## src/rtl/regfile_pkg.sv

```systemverilog
// regfile_pkg
//   Shared defaults and address-width derivation for the parameterised
//   register file. Imported by the RTL and by the testbench so both agree
//   on geometry without repeating literals.
package regfile_pkg;

    localparam int unsigned DEF_DATA_W   = 10;
    localparam int unsigned DEF_NUM_REGS = 8;
    localparam int unsigned DEF_WR_LIMIT = 4;
    localparam int unsigned DEF_CNT_W    = 8;

    // Address width for a register count; never narrower than one bit.
    function automatic int unsigned addr_width(input int unsigned n);
        return (n < 2) ? 1 : $clog2(n);
    endfunction

    localparam int unsigned DEF_AW = addr_width(DEF_NUM_REGS);

endpackage

```

## src/rtl/regfile_wstage.sv

```systemverilog
// regfile_wstage
//   One-entry write staging register and read-forwarding compare.
//   STORE=1: holds the staging entry (valid/addr/data) and compares against it.
//   STORE=0: compare only, against a staging entry supplied on src.
// Ports
//   clk, rst_n     : clock, synchronous active-low reset (store side)
//   load, flush    : capture laddr/ldata; drop the staged entry (store side)
//   laddr, ldata   : write address and data to stage
//   src            : external staging entry {valid, addr, data} (compare side)
//   raddr          : read address to compare against the staged entry
//   arr_data       : array contents at raddr
//   rdata          : forwarded or array read data
//   stg            : effective staging entry {valid, addr, data}
module regfile_wstage #(
    parameter int unsigned DATA_W = 10,
    parameter int unsigned AW     = 3,
    parameter bit          STORE  = 1'b1,
    localparam int unsigned SW    = 1 + AW + DATA_W
) (
    input  logic              clk,
    input  logic              rst_n,
    input  logic              load,
    input  logic              flush,
    input  logic [AW-1:0]     laddr,
    input  logic [DATA_W-1:0] ldata,
    input  logic [SW-1:0]     src,
    input  logic [AW-1:0]     raddr,
    input  logic [DATA_W-1:0] arr_data,
    output logic [DATA_W-1:0] rdata,
    output logic [SW-1:0]     stg
);

    logic [SW-1:0] cur;

    if (STORE) begin : g_store
        logic              v;
        logic [AW-1:0]     a;
        logic [DATA_W-1:0] d;

        // Valid lives exactly one cycle unless refreshed by a new write.
        always_ff @(posedge clk) begin
            if (!rst_n) begin
                v <= 1'b0;
                a <= '0;
                d <= '0;
            end else if (flush) begin
                v <= 1'b0;
            end else if (load) begin
                v <= 1'b1;
                a <= laddr;
                d <= ldata;
            end else begin
                v <= 1'b0;
            end
        end

        assign cur = {v, a, d};

        logic unused_src;
        assign unused_src = ^src;
    end else begin : g_cmp
        assign cur = src;

        logic unused_store_pins;
        assign unused_store_pins = ^{clk, rst_n, load, flush, laddr, ldata};
    end

    assign stg = cur;

    always_comb begin
        rdata = arr_data;
        if (cur[SW-1] && (cur[DATA_W +: AW] == raddr)) begin
            rdata = cur[DATA_W-1:0];
        end
    end

endmodule

```

## src/rtl/regfile_param.sv

```systemverilog
// regfile_param
//   Parameterised register file with a one-cycle write staging stage,
//   read forwarding on two combinational read ports, write protection of
//   the upper address range, a sticky protection-error flag and a
//   saturating commit counter.
// Ports
//   clk, rst_n       : clock, synchronous active-low reset
//   we, waddr, wdata : write request
//   clr              : zero all writeable registers, drop staged write
//   err_clr          : clear sticky wr_err
//   raddr1, raddr2   : read addresses
//   rdata1, rdata2   : combinational read data (forwarded from staging)
//   wr_err           : sticky flag, write to protected address attempted
//   wr_count         : saturating count of writes committed to the array
module regfile_param
    import regfile_pkg::*;
#(
    parameter int unsigned DATA_W   = DEF_DATA_W,
    parameter int unsigned NUM_REGS = DEF_NUM_REGS,
    parameter int unsigned WR_LIMIT = DEF_WR_LIMIT,
    parameter int unsigned CNT_W    = DEF_CNT_W,
    localparam int unsigned AW      = addr_width(NUM_REGS)
) (
    input  logic              clk,
    input  logic              rst_n,
    input  logic              we,
    input  logic [AW-1:0]     waddr,
    input  logic [DATA_W-1:0] wdata,
    input  logic              clr,
    input  logic              err_clr,
    input  logic [AW-1:0]     raddr1,
    input  logic [AW-1:0]     raddr2,
    output logic [DATA_W-1:0] rdata1,
    output logic [DATA_W-1:0] rdata2,
    output logic              wr_err,
    output logic [CNT_W-1:0]  wr_count
);

    localparam int unsigned SW = 1 + AW + DATA_W;
    // WR_LIMIT may equal NUM_REGS, so the compare needs one extra bit.
    localparam logic [AW:0] LIMIT = (AW+1)'(WR_LIMIT);

    logic [DATA_W-1:0] regs [NUM_REGS];

    logic              writeable;
    logic              legal_wr;
    logic              bad_wr;
    logic [SW-1:0]     stg;
    logic              stg_valid;
    logic [AW-1:0]     stg_addr;
    logic [DATA_W-1:0] stg_data;
    logic              commit;

    logic [DATA_W-1:0] store_rdata_unused;
    logic [SW-1:0]     cmp1_stg_unused;
    logic [SW-1:0]     cmp2_stg_unused;

    assign writeable = ({1'b0, waddr} < LIMIT);
    assign legal_wr  = we && writeable && !clr;
    assign bad_wr    = we && !writeable && !clr;

    assign stg_valid = stg[SW-1];
    assign stg_addr  = stg[DATA_W +: AW];
    assign stg_data  = stg[DATA_W-1:0];

    // clr aborts a pending staged write as well as clearing the array.
    assign commit = stg_valid && !clr;

    regfile_wstage #(
        .DATA_W (DATA_W),
        .AW     (AW),
        .STORE  (1'b1)
    ) u_store (
        .clk      (clk),
        .rst_n    (rst_n),
        .load     (legal_wr),
        .flush    (clr),
        .laddr    (waddr),
        .ldata    (wdata),
        .src      ('0),
        .raddr    ('0),
        .arr_data ('0),
        .rdata    (store_rdata_unused),
        .stg      (stg)
    );

    regfile_wstage #(
        .DATA_W (DATA_W),
        .AW     (AW),
        .STORE  (1'b0)
    ) u_cmp1 (
        .clk      (clk),
        .rst_n    (rst_n),
        .load     (1'b0),
        .flush    (1'b0),
        .laddr    ('0),
        .ldata    ('0),
        .src      (stg),
        .raddr    (raddr1),
        .arr_data (regs[raddr1]),
        .rdata    (rdata1),
        .stg      (cmp1_stg_unused)
    );

    regfile_wstage #(
        .DATA_W (DATA_W),
        .AW     (AW),
        .STORE  (1'b0)
    ) u_cmp2 (
        .clk      (clk),
        .rst_n    (rst_n),
        .load     (1'b0),
        .flush    (1'b0),
        .laddr    ('0),
        .ldata    ('0),
        .src      (stg),
        .raddr    (raddr2),
        .arr_data (regs[raddr2]),
        .rdata    (rdata2),
        .stg      (cmp2_stg_unused)
    );

    // Protected entries are only ever written by reset, so they read 0.
    always_ff @(posedge clk) begin
        if (!rst_n) begin
            for (int unsigned i = 0; i < NUM_REGS; i++) begin
                regs[AW'(i)] <= '0;
            end
        end else if (clr) begin
            for (int unsigned i = 0; i < WR_LIMIT; i++) begin
                regs[AW'(i)] <= '0;
            end
        end else if (commit) begin
            regs[stg_addr] <= stg_data;
        end
    end

    always_ff @(posedge clk) begin
        if (!rst_n) begin
            wr_err <= 1'b0;
        end else if (bad_wr) begin
            wr_err <= 1'b1;
        end else if (err_clr) begin
            wr_err <= 1'b0;
        end
    end

    always_ff @(posedge clk) begin
        if (!rst_n) begin
            wr_count <= '0;
        end else if (commit && (wr_count != '1)) begin
            wr_count <= wr_count + 1'b1;
        end
    end

endmodule

```

## config.mk

```make
export PLATFORM = sky130hd
export DESIGN_NAME = regfile_param
export DESIGN_NICKNAME = d
export VERILOG_FILES = /design/src/rtl/regfile_pkg.sv /design/src/rtl/regfile_wstage.sv /design/src/rtl/regfile_param.sv
export SDC_FILE = /design/constraint.sdc
export NUM_CORES = 1
export LEC_CHECK = 0
export CAP_MARGIN = 40
export CORE_MARGIN = 5
export CORE_UTILIZATION = 25
export CTS_CLUSTER_SIZE = 28
export DETAILED_ROUTE_END_ITERATION = 12
export DONT_BUFFER_PORTS = 1
export PLACE_DENSITY = 0.47
export SLEW_MARGIN = 30
export SYNTH_ARGS = -nofsm -noshare
export SYNTH_HDL_FRONTEND = slang
export SYNTH_SLANG_ARGS = --single-unit
```

## constraint.sdc

```tcl
create_clock -name clk -period 2.32 [get_ports clk]
set_input_delay 0.116 -clock clk [delete_from_list [all_inputs] [get_ports clk]]
set_output_delay 0.116 -clock clk [all_outputs]
set_load 0.01 [all_outputs]
```

==> results of run 1 <==
-- kinds of logic (layout without fill, tap and decap cells) --
| family | count (synthesis) | in the layout | share of synthesized area, % |
|---|---|---|---|
| adders and majority gates | 1 | 1 | 0.219 |
| AOI/OAI and AO/OA | 32 | 32 | 3.39 |
| muxes | 82 | 82 | 27.6 |
| and+or+nand+nor | 147 | 147 | 14.9 |
| DFF | 103 | 103 | 50.0 |
| xor gates and xnor gates | 6 | 6 | 0.919 |
| buffers and inverters | 36 | 58 | 2.89 |
-- layer usage --
| layer | GRT usage [%] | vias up | routed length [µm] | share of wire [%] |
|---|---|---|---|---|
| met5 | 0 | - | 0 | 0 |
| met4 | 2.71 | 0 | 85 | 0.56 |
| met3 | 3.83 | 8 | 927 | 6.1 |
| met2 | 19.3 | 93 | 7170 | 47 |
| met1 | 15.2 | 1730 | 6930 | 46 |
| li1 | - | 1588 | - | - |
-- worst register-to-register path, delay by kind of cell, from the launching register on --
family	cells	cell delay [ps]
flops	1	490
simple gates	3	1090
-- report_power, final --
group	leakage (nW)	internal (mW)	switching (mW)	total, mW
Combinational	1.31	0.225	0.161	0.386
Sequential	1.01	2.05	0.0523	2.11
Clock	0.159	1.01	0.667	1.68
-- cells in the final DEF, fill, tap and decap left out, drive strengths merged, types with 2 or more instances in the layout --
cell type,instances
bufinv,2
nor3,4
a31oi,2
a21oi,15
o21bai,2
nand4b,2
xnor2,6
and2,80
dfxtp,23
dlygate4sd3,21
nand4,3
nor2,8
and3,2
buf,17
mux4,40
clkbuf,12
and4,2
o21ai,6
mux2i,2
nand2b,7
inv,4
edfxtp,80
nand3,3
a211oi,2
nand2,30
mux2,40
-- sequential cells by signal, summed over array words and instances (netlist names) --
register           flops
regs                  80
u_store.g_store.a      3
u_store.g_store.d     10
u_store.g_store.v      1
wr_count               8
wr_err                 1
-- what timing repair did --
item / 4_1_cts / 5_1_grt
endpoints found under the setup margin: 0 / 0
hold endpoints to repair: 19 / 0
hold buffers: 21 / 0
-- layout make-up --
| type | instances | area, µm² |
|---|---|---|
| clock buffer | 12 | 256 |
| clock inverter | 4 | 76.3 |
| fill | 2276 | 16000 |
| inverter | 4 | 15.0 |
| multi-input combinational | 268 | 2700 |
| sequential | 103 | 2860 |
| tap | 285 | 357 |
| timing repair buffer | 38 | 338 |
-- path summary, 6_finish.rpt --
kind	start	endpoint	slack [ps]	cells after the start
max	u_store.g_store.a[1]	rdata2[7]	180	3
min reg2reg	u_store.g_store.a[0]	u_store.g_store.a[0]	530	2
min	clr	wr_count[2]	40	3
max reg2reg	u_store.g_store.v	regs[1][8]	380	3
==> impl_metrics.csv, run 1 <==
group,metric,value,unit
worst_setup_path,arrival,2030,ps
timing,period_needed,2140,ps
yosys,yosys_warnings,0,
layout,drive_above_1_share,17.9,%
timing,rsz0062_at_grt,"no",
floorplan,io_pins,53,
timing,max_freq,467,MHz
job,max_cap_viol_count,0,
timing,finalSetupViolCount,0,
worst_setup_path,worstSetupPathType,"reg2out",
yosys,synth_common_cells,"80 x and2_1, 80 x edfxtp_1, 38 x mux4_1, 30 x nand2_1, 24 x clkbuf_1",
pwr,power,4.17,mW
yosys,syn-num-nets,432,
run_status,outcome,"finished clean",
clock_network,cts_buffer_depth,2,
worst_setup_path,crit_slowest_cell,"mux2_4",
worst_setup_path,crit_path_start_kind,"register",
placement,place.port_buffers,0,
global_routing,grt_use_total,11.7,%
routing,drt-total-wl,15100,µm
floorplan,fp.dieArea,26000,µm²
clock_network,cts_root_buf,"clkbuf_16",
pwr,leakage,2.48,nW
worst_setup_path,cp-end-kind,"primary output",
routing,drtAntennaViolNets,0,
placement,hpwl,10300,µm
timing,tightestPinTransition,646,ps
timing,worst_hold_slack,35.6,ps
yosys,ys_ff_latch,103,
layout,nets,449,
clock_network,insertion_delay,350,ps
pwr,max-vdd-ir-drop,348,µV
placement,pre_cts_ws,413,ps
worst_setup_path,required,2200,ps
floorplan,die_h,161,µm
global_routing,grt_pass1_wl,22500,µm
worst_setup_path,worst-path-buf-inv,0,
layout,postLayoutCoreUtil,29.3,%
timing,hold_viol,0,
floorplan,core_area,22600,µm²
placement,postPlaceCellArea,6060,µm²
layout,stdcell_count,714,
global_routing,grt_overflow_total,0,
yosys,synth_top_cell_by_area,"edfxtp_1",
placement,dp_cells,677,
routing,viasPerCell,4.79,
yosys,yosys.area.top_type_share,42.0,%
clock_network,numCtsBuffers,9,
yosys,yosys_most_used_dff,"edfxtp_1",
yosys,async_reset_ff_share,0,%
clock_network,cts_sinks,103,
timing,slew_viol_final,0,
worst_hold_path,hold_path_class,"in2reg",
yosys,syn_avg_cell_area,14.1,µm²
clock_network,post_cts_buffers,0,
yosys,ys_types,41,
layout,layout-area-overhead-vs-synth,15.4,%
timing,slew_headroom,56.9,%
worst_setup_path,cp_top_family,"multiplexers",
yosys,synthCells,407,
yosys,synth-edff-count,80,
clock_network,path_clk_slew,70,ps
floorplan,rows,55,
worst_setup_path,cpPeakStageDelay,510,ps
worst_setup_path,crit_path_max_fanout,10,
clock_network,cts_resized,0,
global_routing,grt_pass1_vias,3581,
clock_network,cts_tree,"done",
timing,timing.setup.tns,0,ps
yosys,ys_seq_area_share,50.0,%
floorplan,initial_core_util,25.3,%
yosys,synthTopCellsByArea,"edfxtp_1 42%, mux4_1 17%, and2_1 8.7%, dfxtp_1 8.0%, mux2_4 4.7%",
layout,final_area,6600,µm²
layout,diodes,0,
pwr,power_density,631,nW/µm²
floorplan,die_w,161,µm
worst_setup_path,cp_cell_sequence,"xnor2_1 > nand4_2 > mux2_4",
placement,place.gp.congestion,0.766,
routing,drt_iter0_markers,239,
routing,route.detailed.drc,0,
yosys,mappedNetlistArea,5720,µm²
timing,timing.final.ws_setup,178,ps
global_routing,antenna_found_initial,0,
global_routing,grt_max_degree,22,
timing,fin_skew,5.91,ps
timing,period_share,92.3,%
routing,vias,3419,
routing,post_drt_wl_per_cell,21.2,µm
clock_network,cts.htree.levels,3,
routing,first_pass_iters,4,
Note: power is estimated with default switching activity, not from simulation.
==> inputs of run 2 (changes only) <==
--- a/config.mk
+++ b/config.mk
@@ -6,7 +6,7 @@
 export NUM_CORES = 1
 export LEC_CHECK = 0
 export CAP_MARGIN = 40
-export CORE_MARGIN = 5
+export CORE_MARGIN = 4
 export CORE_UTILIZATION = 25
 export CTS_CLUSTER_SIZE = 28
 export DETAILED_ROUTE_END_ITERATION = 12
==> run 2 against run 1 <==
  * Global-route usage is 0.56 points higher
  * Power decreased by 1.8%
  * Critical path depth stayed put
  * Flip-flop and latch count stayed put
  * Sequential power is essentially flat
==> impl_metrics.csv, run 2 (synthesis results as in run 1) <==
group,metric,value,unit
placement,postPlaceCellArea,6060,µm²
timing,max_freq,466,MHz
worst_setup_path,cp-end-kind,"primary output",
worst_setup_path,required,2200,ps
worst_setup_path,cp_top_family,"multiplexers",
floorplan,die_h,159,µm
worst_setup_path,crit_path_start_kind,"register",
worst_setup_path,cpPeakStageDelay,510,ps
timing,slew_headroom,57.5,%
clock_network,cts_buffer_depth,2,
placement,place.gp.congestion,0.800,
placement,pre_cts_ws,373,ps
clock_network,cts_tree,"done",
timing,slew_viol_final,0,
floorplan,initial_core_util,25.3,%
timing,finalSetupViolCount,0,
global_routing,grt_max_degree,22,
global_routing,grt_overflow_total,0,
pwr,power_density,621,nW/µm²
global_routing,grt_pass1_wl,23400,µm
clock_network,cts_root_buf,"clkbuf_16",
pwr,power,4.09,mW
floorplan,fp.dieArea,25400,µm²
placement,hpwl,10400,µm
layout,postLayoutCoreUtil,29.2,%
run_status,outcome,"finished clean",
worst_setup_path,cp_cell_sequence,"xnor2_1 > nand4_2 > mux2_2",
layout,stdcell_count,714,
routing,first_pass_iters,4,
timing,fin_skew,5.87,ps
clock_network,path_clk_slew,70,ps
floorplan,rows,55,
layout,layout-area-overhead-vs-synth,15.1,%
worst_setup_path,worstSetupPathType,"reg2out",
global_routing,antenna_found_initial,0,
layout,top_regs,"regs (80), u_store.g_store.d (10), wr_count (8)",
timing,period_needed,2140,ps
pwr,leakage,2.47,nW
timing,worst_hold_slack,21.2,ps
routing,drt_iter0_markers,277,
worst_setup_path,worst-path-buf-inv,0,
placement,place.port_buffers,0,
routing,route.detailed.drc,0,
worst_setup_path,arrival,2030,ps
timing,hold_viol,0,
layout,regMostFlops,"regs",
worst_setup_path,crit_path_max_fanout,10,
clock_network,insertion_delay,350,ps
layout,final_area,6580,µm²
routing,viasPerCell,4.91,
clock_network,cts.htree.levels,3,
layout,diodes,0,
timing,tightestPinTransition,638,ps
routing,post_drt_wl_per_cell,21.9,µm
timing,rsz0062_at_grt,"no",
routing,vias,3509,
worst_hold_path,hold_path_class,"in2reg",
clock_network,cts_sinks,103,
floorplan,core_area,22600,µm²
clock_network,post_cts_buffers,0,
routing,drt-total-wl,15600,µm
routing,drtAntennaViolNets,0,
clock_network,numCtsBuffers,9,
layout,layout.cells.most_common_list,"80 x and2_1, 80 x edfxtp_1, 38 x mux4_1",
floorplan,io_pins,53,
timing,period_share,92.4,%
job,max_cap_viol_count,0,
floorplan,die_w,159,µm
pwr,max-vdd-ir-drop,316,µV
global_routing,grt_pass1_vias,3703,
timing,timing.final.ws_setup,176,ps
placement,dp_cells,677,
worst_setup_path,crit_slowest_cell,"mux2_2",
layout,largest_reg_flops,80,
global_routing,grt_use_total,12.3,%
layout,nets,449,
timing,timing.setup.tns,0,ps
layout,drive_above_1_share,18.2,%
[run 2: area by class of cell]
class,count,area (µm²)
clock inverters,6,75.1
clock buffers,10,239
inverters,4,15.0
flip-flops and latches,103,2860
repair buffers,38,338
well taps,285,357
multi-input cells,268,2700
fillers,2243,16000
[run 2: repair_timing]
item,CTS,global route
resized for setup,0,0
hold endpoints to repair,19,0
hold buffers,21,0
[run 2: metal layers]
| layer | vias to the layer above | wire length, µm | global-route usage, % |
|---|---|---|---|
| li1 | 1589 | - | - |
| met1 | 1797 | 6960 | 16.4 |
| met2 | 112 | 7310 | 20.1 |
| met3 | 11 | 1120 | 3.39 |
| met4 | 0 | 223 | 2.84 |
| met5 | - | 0 | 0 |
[run 2: path summary, 6_finish.rpt]
check                  startpoint                    to  slack (ps)  depth (start not counted)
max          u_store.g_store.a[1]             rdata2[9]         180                          3
min                      waddr[2]  u_store.g_store.d[2]          20                          3
max reg2reg     u_store.g_store.v            regs[0][3]         350                          3
min reg2reg  u_store.g_store.a[0]  u_store.g_store.a[0]         540                          2
[run 2: power by group]
part / switching [mW] / internal (mW) / total [mW] / leakage (nW)
registers: 0.0539 / 2.05 / 2.11 / 1.01
logic: 0.160 / 0.225 / 0.384 / 1.31
clock network: 0.716 / 0.884 / 1.60 / 0.152
[run 2: worst min-delay path, delay by kind of cell]
kind / cells / cell delay [ps]
AOI/OAI and AO/OA: 1 / 60
and+or+nand+nor: 2 / 140
